File: src/rtl/router_pkg.sv
// Shared router definitions: port count, mux select width, flit type,
// switch-allocator state encoding and a one-hot to index helper.
package router_pkg;

  localparam int NUM_PORTS   = 10;
  localparam int SEL_W       = 4;
  localparam int FLIT_W      = 32;
  localparam int ARB_CREDITS = 4;

  typedef logic [FLIT_W-1:0] flit_t;

  typedef enum logic {ARB_IDLE, ARB_LOCKED} arb_state_e;

  // Converts a one-hot port vector to its index; returns 0 for an all-zero vector.
  function automatic logic [SEL_W-1:0] onehot2idx(input logic [NUM_PORTS-1:0] oh);
    logic [SEL_W-1:0] idx;
    idx = '0;
    for (int i = 0; i < NUM_PORTS; i++) begin
      if (oh[i]) idx = idx | SEL_W'(i);
    end
    return idx;
  endfunction

endpackage

File: src/rtl/rr_arbiter.sv
// Combinational round-robin picker: finds the first requester strictly after
// rr_ptr, wrapping modulo NUM_IN, so the last winner gets lowest priority.
module rr_arbiter #(
  parameter int NUM_IN = router_pkg::NUM_PORTS,
  parameter int SEL_W  = router_pkg::SEL_W
) (
  input  logic [NUM_IN-1:0] req,
  input  logic [SEL_W-1:0]  rr_ptr,
  output logic [SEL_W-1:0]  winner,
  output logic              any_req
);

  logic [SEL_W:0]   sum;
  logic [SEL_W-1:0] idx;
  logic             found;

  assign any_req = |req;

  // Walk the candidates in priority order starting just after rr_ptr; first hit wins.
  always_comb begin
    winner = '0;
    found  = 1'b0;
    sum    = '0;
    idx    = '0;
    for (int k = 1; k <= NUM_IN; k++) begin
      sum = {1'b0, rr_ptr} + (SEL_W+1)'(k);
      if (sum >= (SEL_W+1)'(NUM_IN)) sum = sum - (SEL_W+1)'(NUM_IN);
      idx = sum[SEL_W-1:0];
      if (!found && req[idx]) begin
        winner = idx;
        found  = 1'b1;
      end
    end
  end

endmodule

File: src/rtl/output_port_arbiter.sv
// Per-output-port switch allocator. Round-robin picks an input, locks it for a
// whole packet (head..tail) and forwards one flit per cycle under credit flow
// control, popping the owner's input buffer on every forwarded flit.
// Optional statistics counters (flit_cnt, stall_cnt) are built when the macro
// OUTPUT_ARB_STATS_EN is defined.
module output_port_arbiter #(
  parameter int NUM_IN  = router_pkg::NUM_PORTS,
  parameter int SEL_W   = router_pkg::SEL_W,
  parameter int CREDITS = router_pkg::ARB_CREDITS
) (
  input  logic              clk,
  input  logic              rst_n,
  input  logic [NUM_IN-1:0] req,
  input  logic [NUM_IN-1:0] tail,
  input  logic              credit_in,
  output logic [SEL_W-1:0]  sel,
  output logic [NUM_IN-1:0] grant,
  output logic              out_valid,
  output logic [NUM_IN-1:0] pop,
  output logic              credit_ovf
`ifdef OUTPUT_ARB_STATS_EN
  ,
  output logic [31:0]       flit_cnt,
  output logic [15:0]       stall_cnt
`endif
);

  import router_pkg::*;

  localparam int               CNT_W   = $clog2(CREDITS + 1);
  localparam logic [CNT_W-1:0] CNT_MAX = CNT_W'(CREDITS);

  arb_state_e       state;
  logic [SEL_W-1:0] rr_ptr;
  logic [SEL_W-1:0] owner;
  logic [SEL_W-1:0] winner;
  logic             any_req;
  logic [CNT_W-1:0] credit_cnt;
  logic             owner_req;
  logic             owner_tail;
  logic             has_credit;
  logic             send;

  rr_arbiter #(
    .NUM_IN (NUM_IN),
    .SEL_W  (SEL_W)
  ) u_rr_arbiter (
    .req     (req),
    .rr_ptr  (rr_ptr),
    .winner  (winner),
    .any_req (any_req)
  );

  assign owner_req  = req[owner];
  assign owner_tail = tail[owner];
  assign has_credit = (credit_cnt != '0);
  assign send       = (state == ARB_LOCKED) && owner_req && has_credit;

  assign sel       = owner;
  assign out_valid = send;
  assign pop       = grant & {NUM_IN{send}};

  // Allocation FSM: lock a winner in IDLE, release it after its tail flit is sent.
  always_ff @(posedge clk or negedge rst_n) begin
    if (!rst_n) begin
      state  <= ARB_IDLE;
      rr_ptr <= SEL_W'(NUM_IN - 1);
      owner  <= '0;
      grant  <= '0;
    end else begin
      case (state)
        ARB_IDLE: begin
          if (any_req) begin
            state <= ARB_LOCKED;
            owner <= winner;
            grant <= NUM_IN'(1) << winner;
          end
        end
        ARB_LOCKED: begin
          if (send && owner_tail) begin
            state  <= ARB_IDLE;
            rr_ptr <= owner;
            grant  <= '0;
          end
        end
      endcase
    end
  end

  // Downstream credit counter; a surplus credit saturates and raises a sticky error.
  always_ff @(posedge clk or negedge rst_n) begin
    if (!rst_n) begin
      credit_cnt <= CNT_MAX;
      credit_ovf <= 1'b0;
    end else begin
      case ({send, credit_in})
        2'b10: credit_cnt <= credit_cnt - CNT_W'(1);
        2'b01: begin
          if (credit_cnt == CNT_MAX) credit_ovf <= 1'b1;
          else                       credit_cnt <= credit_cnt + CNT_W'(1);
        end
        default: ;
      endcase
    end
  end

`ifdef OUTPUT_ARB_STATS_EN
  // Forwarded-flit counter (wraps) and credit-starvation counter (saturates).
  always_ff @(posedge clk or negedge rst_n) begin
    if (!rst_n) begin
      flit_cnt  <= '0;
      stall_cnt <= '0;
    end else begin
      if (send) flit_cnt <= flit_cnt + 32'd1;
      if ((state == ARB_LOCKED) && owner_req && !has_credit && (stall_cnt != 16'hFFFF))
        stall_cnt <= stall_cnt + 16'd1;
    end
  end
`endif

endmodule

File: config.mk
export PLATFORM = sky130hd
export DESIGN_NAME = output_port_arbiter
export DESIGN_NICKNAME = d
export VERILOG_FILES = /design/src/rtl/router_pkg.sv /design/src/rtl/rr_arbiter.sv /design/src/rtl/output_port_arbiter.sv
export SDC_FILE = /design/constraint.sdc
export NUM_CORES = 1
export LEC_CHECK = 0
export BUFFER_PORTS_ARGS = -buffer_cell sky130_fd_sc_hd__buf_2
export CAP_MARGIN = 20
export CORE_ASPECT_RATIO = 1.4
export CORE_UTILIZATION = 46
export CTS_CLUSTER_SIZE = 16
export DETAILED_ROUTE_END_ITERATION = 8
export PLACE_DENSITY = 0.63
export SETUP_SLACK_MARGIN = 0.15
export SYNTH_ARGS = -nofsm -noshare
export SYNTH_HDL_FRONTEND = slang
export SYNTH_HIERARCHICAL = 1
export SYNTH_SLANG_ARGS = --single-unit
File: constraint.sdc
create_clock -name clk -period 5.2 [get_ports clk]
set_input_delay 0.26 -clock clk [delete_from_list [all_inputs] [get_ports clk]]
set_output_delay 0.26 -clock clk [all_outputs]
set_load 0.01 [all_outputs]
==> flow_metrics.tcl, run 1 <==
set metrics [dict create \
    routabilityCongestion 0.968 \
    worstPathArrival_ps 4970 \
    synth_ff_type "dfrtp_1" \
    num_rows 39 \
    final_hold_viol_count 0 \
    yosysSeqAreaShare 0.147 \
    status "complete, no violations" \
    routed_wl_microns 11800 \
    crit_type "reg2reg" \
    synth_warnings 6 \
    drive_above_1_share 0.243 \
    setup_viol 0 \
    cap_violations 0 \
    yosys-mux-area-fraction 0.141 \
    synthDistinctLibCells 97 \
    synthTopCellsByArea "dfrtp_1 (13%), ha_1 (6.7%), mux2i_1 (6.4%)" \
    clock_skew_ps 2.60 \
    synth_adder_area_share 0.0770 \
    grtUsageTotal 0.269 \
    seq_area_sq_um 579 \
    cts.path.max_buffers 2 \
    viasPerCell 6.38 \
    dp_hpwl_microns 9350 \
    synth.cell_area_sq_um 3930 \
    synth-simple-area-share 0.248 \
    worstPathMaxFanout 7 \
    cp.required_ps 5340 \
    synthesis.nets 511 \
    die_y_microns 111 \
    r2r-start "rr_ptr[1]" \
    netlist_instances 465 \
    post_cts.repair.setup_buffers 0 \
    clk_latency_ps 260 \
    fin_tns_setup_ps 0 \
    synth_top_area_share 0.127 \
    maxClockFrequency_mhz 207 \
    synth_top_family_by_area "compound AO/OA/AOI/OAI gates" \
    antenna_found_initial 0 \
    num-fill-cells 786 \
    ant_nets 0 \
    firstDrtPassIters 5 \
    synth_compound_area_frac 0.287 \
    cp-end-kind "register" \
    cts.sinks 23 \
    nNetsFinal 561 \
    multi_input_area_sq_um 3140 \
    core_sq_um 8250 \
    grt_overflow 0 \
    cts-buffers-inserted 3 \
    whs_path_depth 3 \
    htree_levels 1 \
    clk_pin_slew_worst_paths_ps 60 \
    wl_per_cell_microns 19.2 \
    ios 49 \
    worst_pin_slew_ps 688 \
    async_flop_share 1.00 \
    cts_tree "yes" \
    postSynthAreaPerCell_sq_um 8.45 \
    cts_root_buffer "clkbuf_16" \
    synth_xor_area_frac 0.0446 \
    grt_pass1_wl_microns 18700 \
    relSlewSlack 0.540 \
    reg2reg_depth 18 \
    startpoint_type "register" \
    hp-start "credit_in" \
    grt_pass1_vias 3684 \
    slew_viol_final 0 \
    min_path_type "in2reg" \
    grt_max_degree 24 \
    final_common_cell "buf_2" \
    fin_crit_ps 4830 \
    die_area_sq_um 8920 \
    synth-seq-cells 23 \
    drt_first_iter_violations 237 \
    dieWidth_microns 80.1 \
    synth_edf_count 0 \
    startpoint "rr_ptr[1]" \
    antennaDiodeCount 0 \
    vias 3928 \
    stdcell_count 616 \
    initial_core_util 0.477 \
    portBuffers 48 \
    finalCritPeriodShare 0.928 \
    dp_cells 611 \
    area_delta_synth_final_pct 11.4 \
    yosys.area.top_type "dfrtp_1" \
    drc 0 \
    rsz0062_at_grt "false" \
    final_cell_mix "buf_2 (48), nand2_1 (39), a21oi_1 (28)" \
]
==> state kept, by name (all words and copies together) (netlist names) <==
| name | cells |
|---|---|
| grant | 10 |
| rr_ptr | 4 |
| state | 1 |
| sel | 4 |
| credit_ovf | 1 |
| credit_cnt | 3 |
==> through the flow <==
step / hold WS [ps] / utilization / setup WS [ps] / cell area, sq um
floorplan: -35.6 / - / 479 / 3930
global placement: 269 / 0.520 / 430 / 4290
detailed placement: 270 / 0.520 / 408 / 4290
CTS: 411 / 0.531 / 361 / 4380
global route: 439 / 0.531 / 195 / 4380
finish: 414 / 0.531 / 375 / 4380
==> routing by layer <==
metal,track usage,routed length (microns),vias to the layer above
met1,0.312,4720,1869
met4,0.148,728,0
met5,0,0,-
met2,0.484,5920,153
met3,0.0123,465,48
li1,-,-,1858
==> synth_stat cells (all sizes together), types with 5 or more instances <==
master  instances
a211oi          9
nand2b         11
nor3b           8
a21oi          30
clkbuf          6
nor3           11
dfrtp          20
inv            21
nor2           24
mux2           16
a21boi          6
xnor2          13
ha             21
a22o           10
nand3           6
mux4            5
a21o            5
nor2b          17
nand2          40
mux2i          25
o21ai          27
buf            15
and2           13
==> final cells by class <==
cell class	instances	share of cell area
Sequential cell	23	0.132
Clock buffer	4	0.0180
Timing Repair Buffer	66	0.0863
Inverter	21	0.0180
Tap cell	102	0.0291
Multi-Input combinational cell	400	0.716
==> critical path: stages, from the launching register on <==
cell     delay (ps)
dfrtp_1         370
inv_1           200
ha_1            340
xor2_2          370
inv_1            90
ha_1            230
inv_1           110
o21ai_0         120
mux2i_2         410
mux2i_1         130
mux2_4          300
a22o_1          290
or2_4           290
or3b_4          390
o221a_1         140
a31oi_1         280
nor2_1          150
and4b_1         230
mux2_4          260
==> cells by family after synthesis <==
| logic type | count (synthesis) |
|---|---|
| xor+xnor | 17 |
| fa+ha+maj | 23 |
| flops | 23 |
| buf+inv | 42 |
| mux | 46 |
| simple gates | 166 |
| compound gates | 148 |
==> path summary, 6_finish.rpt <==
path / slack, ps / to
worst min register to register: 470 / credit_ovf
worst min-delay path: 410 / credit_ovf
max in group asynchronous: 4330 / rr_ptr[0]
worst max-delay path: 370 / grant[9]
worst max register to register: 370 / grant[9]
min in group asynchronous: 510 / grant[5]
==> what timing repair did <==
item | CTS | global route
hold endpoints to repair | 20 | 0
hold buffers | 1 | 0
endpoints found under the setup margin | 0 | 1
resized for setup | 0 | 1
Power of run 1 is left out: the tool's default activity adds up to more than one toggle a clock period on the data nets, which glitch-free logic cannot reach.
==> run 2, diff against run 1 <==
- clock period: 5.2 -> 5.7 ns (I/O delays scaled with it)
==> run 2 against run 1 <==
Effect of this change: the flow now finishes with violations (negative hold slack); clock-buffer cell count is 1 lower; sequential cell count stayed put; setup slack better by 200 ps; clock skew hardly changed; final cell count is 1.9% lower; die area stayed put; worst hold slack worse by 420 ps; fmax is 5.8% lower; via count is 2.3% lower; global-route usage is 0.18 points higher; critical endpoint unchanged; highest routed layer unchanged.
==> flow_metrics.tcl, run 2 (synthesis gave the netlist of run 1 again) <==
set metrics [dict create \
    status "finished with violations" \
    violations "negative hold slack" \
    design_area_sq_um 4280 \
    final_cell_mix "buf_2 (48), nand2_1 (39), a21oi_1 (28)" \
    clock_skew_ps 2.79 \
    initial_core_util 0.477 \
    min_path_type "in2async" \
    cts-buffers-inserted 3 \
    dp_hpwl_microns 9170 \
    timing.hold.ws_ps -2.82 \
    ant_nets 0 \
    stdcell_count 604 \
    worstPathArrival_ps 5280 \
    grtUsageTotal 0.271 \
    largest-register "grant" \
    die_y_microns 111 \
    cts_root_buffer "clkbuf_16" \
    worst_pin_slew_ps 774 \
    fin_tns_setup_ps 0 \
    cts.sinks 23 \
    grt_pass1_wl_microns 18700 \
    antenna_found_initial 0 \
    cp.required_ps 5850 \
    worstPathMaxFanout 23 \
    clk_latency_ps 270 \
    r2r_end "grant[9]" \
    grt_pass1_vias 3630 \
    r2r-start "rr_ptr[3]" \
    maxClockFrequency_mhz 195 \
    die_area_sq_um 8920 \
    post_cts.repair.setup_buffers 0 \
    num_rows 39 \
    cts_tree "yes" \
    nNetsFinal 549 \
    reg2reg_depth 15 \
    final_hold_viol_count 5 \
    dieWidth_microns 80.1 \
    cts_resized 0 \
    finalCritPeriodShare 0.898 \
    final_common_cell "buf_2" \
    largest_reg_flops 10 \
    ios 49 \
    drt_first_iter_violations 254 \
    slew_viol_final 0 \
    cts.path.max_buffers 2 \
    dpl_cell_area_sq_um 4200 \
    crit_type "reg2reg" \
    fin_crit_ps 5120 \
    cap_violations 0 \
    core_sq_um 8250 \
    area_delta_synth_final_pct 9.01 \
    startpoint_type "register" \
    dp_cells 600 \
    htree_levels 1 \
    drc 0 \
    endpoint "grant[9]" \
    portBuffers 48 \
    routabilityCongestion 0.941 \
    wl_per_cell_microns 19.3 \
    rrSetupSlack_ps 580 \
    cts_hold_buf 0 \
    startpoint "rr_ptr[3]" \
    firstDrtPassIters 5 \
    routed_wl_microns 11600 \
    viasPerCell 6.35 \
    drive_above_1_share 0.227 \
    antennaDiodeCount 0 \
    clk_pin_slew_worst_paths_ps 60 \
    setup_viol 0 \
    vias 3837 \
    rsz0062_at_grt "false" \
    relSlewSlack 0.482 \
    grt_overflow 0 \
    grt_max_degree 37 \
    cp-end-kind "register" \
]
## run 2: cell types whose count changed in the layout (fill, tap and decap cells not counted)
cell / before / now
clkinv_2: 0 / 1
clkbuf_1: 1 / 0
dlygate4sd3_1: 1 / 0
mux2i_2: 1 / 0
buf_4: 17 / 6
mux2i_1: 24 / 25
## run 2: metrics by stage
stage,worst slack [ps],util
6_report,579,0.519
5_1_grt,163,0.519
4_1_cts,606,0.519
3_5_place_dp,633,0.510
3_3_place_gp,757,0.510
2_1_floorplan,979,-
## run 2: routing by layer
layer / routed length [microns] / vias to the layer above / GRT usage
met5: 0 / - / 0
met4: 537 / 0 / 0.146
met3: 440 / 36 / 0.0107
met2: 5990 / 157 / 0.472
met1: 4670 / 1819 / 0.329
li1: - / 1825 / -
## run 2: area by class of cell
| type | instances | area [sq um] |
|---|---|---|
| clock buffer | 3 | 75.1 |
| multi-input combinational | 400 | 3130 |
| timing repair buffer | 54 | 285 |
| inverter | 21 | 78.8 |
| tap | 102 | 128 |
| clock inverter | 1 | 5.00 |
| sequential | 23 | 579 |
| fill | 786 | 3960 |
## run 2: how the worst min path moves through the flow
stage / startpoint / endpoint / depth (start not counted)
final: rst_n / grant[3] / 1
after detailed placement: rst_n / grant[3] / 1
after floorplan: rst_n / credit_cnt[0] / 0
after global routing: rst_n / grant[3] / 1
after global placement: rst_n / grant[2] / 1
after CTS: rst_n / grant[3] / 1
## run 2: worst max-delay path: stages, from the launching register on
cell and delay (ps):
dfstp_2 810, inv_1 160, ha_1 410, and3b_1 230
o41ai_1 430, xor2_1 140, nor2b_1 190, a32o_1 220
a221oi_2 490, nand3_2 220, a2111oi_4 510, a211oi_1 100
a2bb2oi_1 440, nor2_1 150, and4b_1 230, mux2_4 260
Power of run 2 is left out for the same reason.
==> run 3, diff against run 2 <==
- ABC_AREA: default -> 1
- BUFFER_PORTS_ARGS: -buffer_cell sky130_fd_sc_hd__buf_2 -> -buffer_cell sky130_fd_sc_hd__buf_4
- RECOVER_POWER: default -> 50
==> run 3 against run 2 <==
Effect of this change: the flow now finishes without violations; critical endpoint is now grant[8]; cell area down 4.6%; clock skew up 5.9 ps; synthesized cell count up 29%; synthesized area down 5.9%; die area down 5.7%.
==> flow_metrics.tcl, run 3 <==
set metrics [dict create \
    antennaDiodeCount 0 \
    nNetsFinal 688 \
    final_cell_mix "nand2_1 (161), inv_1 (81), nand3_1 (70)" \
    htree_levels 1 \
    cts_resized 0 \
    num_rows 38 \
    cp.required_ps 5920 \
    grt_pass1_vias 3857 \
    ant_nets 0 \
    synthTopCellsByArea "nand2_1 (16%), dfrtp_1 (14%), nand3_1 (9.5%)" \
    reg2reg_depth 25 \
    grt_pass1_wl_microns 17300 \
    post_cts.repair.setup_buffers 0 \
    cap_violations 0 \
    cts.sinks 23 \
    synthesis.nets 646 \
    firstDrtPassIters 5 \
    initial_core_util 0.477 \
    worstPathArrival_ps 4710 \
    synth_warnings 6 \
    synth_edf_count 0 \
    crit_type "reg2reg" \
    whs_path_depth 4 \
    core_sq_um 7750 \
    rrSetupSlack_ps 1210 \
    hp-start "credit_in" \
    ios 49 \
    cts_tree "yes" \
    netlist_instances 600 \
    drive_above_1_share 0.170 \
    synth_ff_type "dfrtp_1" \
    fin_tns_setup_ps 0 \
    die_area_sq_um 8410 \
    postSynthAreaPerCell_sq_um 6.17 \
    clock_skew_ps 8.69 \
    largest-register "grant" \
    yosys.area.top_type "nand2_1" \
    worstPathMaxFanout 14 \
    synth_top_area_share 0.163 \
    rsz0062_at_grt "false" \
    clk_pin_slew_worst_paths_ps 90 \
    die_y_microns 108 \
    cts-buffers-inserted 3 \
    slew_viol_final 0 \
    cp-end-kind "register" \
    relSlewSlack 0.134 \
    final_hold_viol_count 0 \
    wl_per_cell_microns 14.4 \
    area_delta_synth_final_pct 10.4 \
    grtUsageTotal 0.263 \
    r2r_end "grant[8]" \
    setup_viol 0 \
    final_common_cell "nand2_1" \
    worst_pin_slew_ps 1300 \
    maxClockFrequency_mhz 223 \
    antenna_found_initial 0 \
    dp_hpwl_microns 8660 \
    synth_most_common_cell "nand2_1" \
    r2r-start "rr_ptr[1]" \
    cts_root_buffer "clkbuf_8" \
    vias 3961 \
    cts.path.max_buffers 2 \
    hold_end "credit_cnt[1]" \
    finalCritPeriodShare 0.788 \
    min_path_type "in2reg" \
    startpoint_type "register" \
    timing.hold.ws_ps 350 \
    synth.cell_area_sq_um 3700 \
    dieWidth_microns 77.8 \
    startpoint "rr_ptr[1]" \
    grt_max_degree 31 \
    synth-seq-cells 23 \
    yosysSeqAreaShare 0.157 \
    largest_reg_flops 10 \
    grt_overflow 0 \
    status "complete, no violations" \
    routed_wl_microns 10600 \
    async_flop_share 1.00 \
    clk_latency_ps 290 \
    fin_crit_ps 4490 \
    routabilityCongestion 0.910 \
    viasPerCell 5.35 \
    netlist_top_cells_count "nand2_1 (161), inv_1 (81), nand3_1 (70), nor2_1 (49), o21ai_0 (30)" \
    drc 0 \
    portBuffers 48 \
    drt_first_iter_violations 221 \
    synthDistinctLibCells 44 \
]
[run 3: cell types whose count changed in the layout (fill, tap and decap cells not counted), moves of 17 or more]
cell | previous run | this run
nor2_1 | 24 | 49
nand2_2 | 1 | 18
nand3_1 | 5 | 70
mux2i_1 | 25 | 1
nor2b_1 | 17 | 0
buf_4 | 6 | 35
nand2_1 | 39 | 161
buf_2 | 48 | 0
inv_1 | 19 | 81
[run 3: critical path: stages, from the launching register on]
cell     delay [ps]
dfrtp_1         650
inv_1           330
ha_1            660
inv_2           190
ha_1            270
nand2_1         130
nand2_4          80
nand2_4         110
nand2_4          80
nand2_2          90
nand3_1         100
nor2_1          200
inv_2            60
nand3_2         100
nor2_4           50
nand2_1          90
nor2_1           50
nor2_1          140
nand3_1          90
nor2_1          150
nand4_1         230
inv_1           160
nand3_1         110
nor3_1          140
nand2_1          90
o21ai_2          60
[run 3: kinds of logic (layout without fill, tap and decap cells)]
family                     count (synthesis)  after routing  share of synthesized area
AOI/OAI and AO/OA                         88             88                      0.152
xor gates and xnor gates                  15             15                     0.0446
adders and majority gates                 23             23                     0.0818
buffers and inverters                    105            146                      0.126
DFF                                       23             23                      0.157
muxes                                      1              1                    0.00271
and+or+nand+nor                          345            345                      0.436
[run 3: metal layers]
| layer | global-route usage | vias to the layer above | share of wire | routed length [microns] |
|---|---|---|---|---|
| li1 | - | 2036 | - | - |
| met2 | 0.503 | 110 | 0.51 | 5410 |
| met1 | 0.276 | 1783 | 0.40 | 4280 |
| met5 | 0 | - | 0 | 0 |
| met4 | 0.164 | 0 | 0.053 | 560 |
| met3 | 0.0203 | 32 | 0.037 | 393 |
[run 3: what timing repair did]
item / CTS / global route
hold endpoints to repair: 20 / 0
hold buffers: 1 / 0
setup endpoints to repair: 0 / 0
[run 3: how the worst max path moves through the flow]
stage                     endpoint  cells past startpoint
after detailed placement  grant[8]                     25
final                     grant[8]                     25
after global routing      grant[9]                     25
after floorplan           grant[5]                     27
after global placement    grant[8]                     25
after CTS                 grant[8]                     25
[run 3: area by class of cell]
class                   count  area, sq um
clock buffers               3         41.3
clock inverters             1         5.00
fillers                   826         3660
inverters                  92          355
multi-input cells         472         2650
flip-flops and latches     23          579
well taps                 100          125
repair buffers             50          325
[run 3: stage by stage]
step	cell area [sq um]	utilization	setup WS, ps	cells
finish	4090	0.527	1210	741
global route	4090	0.527	731	741
CTS	4140	0.534	1200	741
detailed placement	4080	0.527	1230	736
global placement	4080	0.527	1370	736
floorplan	3700	-	2030	600
Power of run 3 is left out for the same reason.
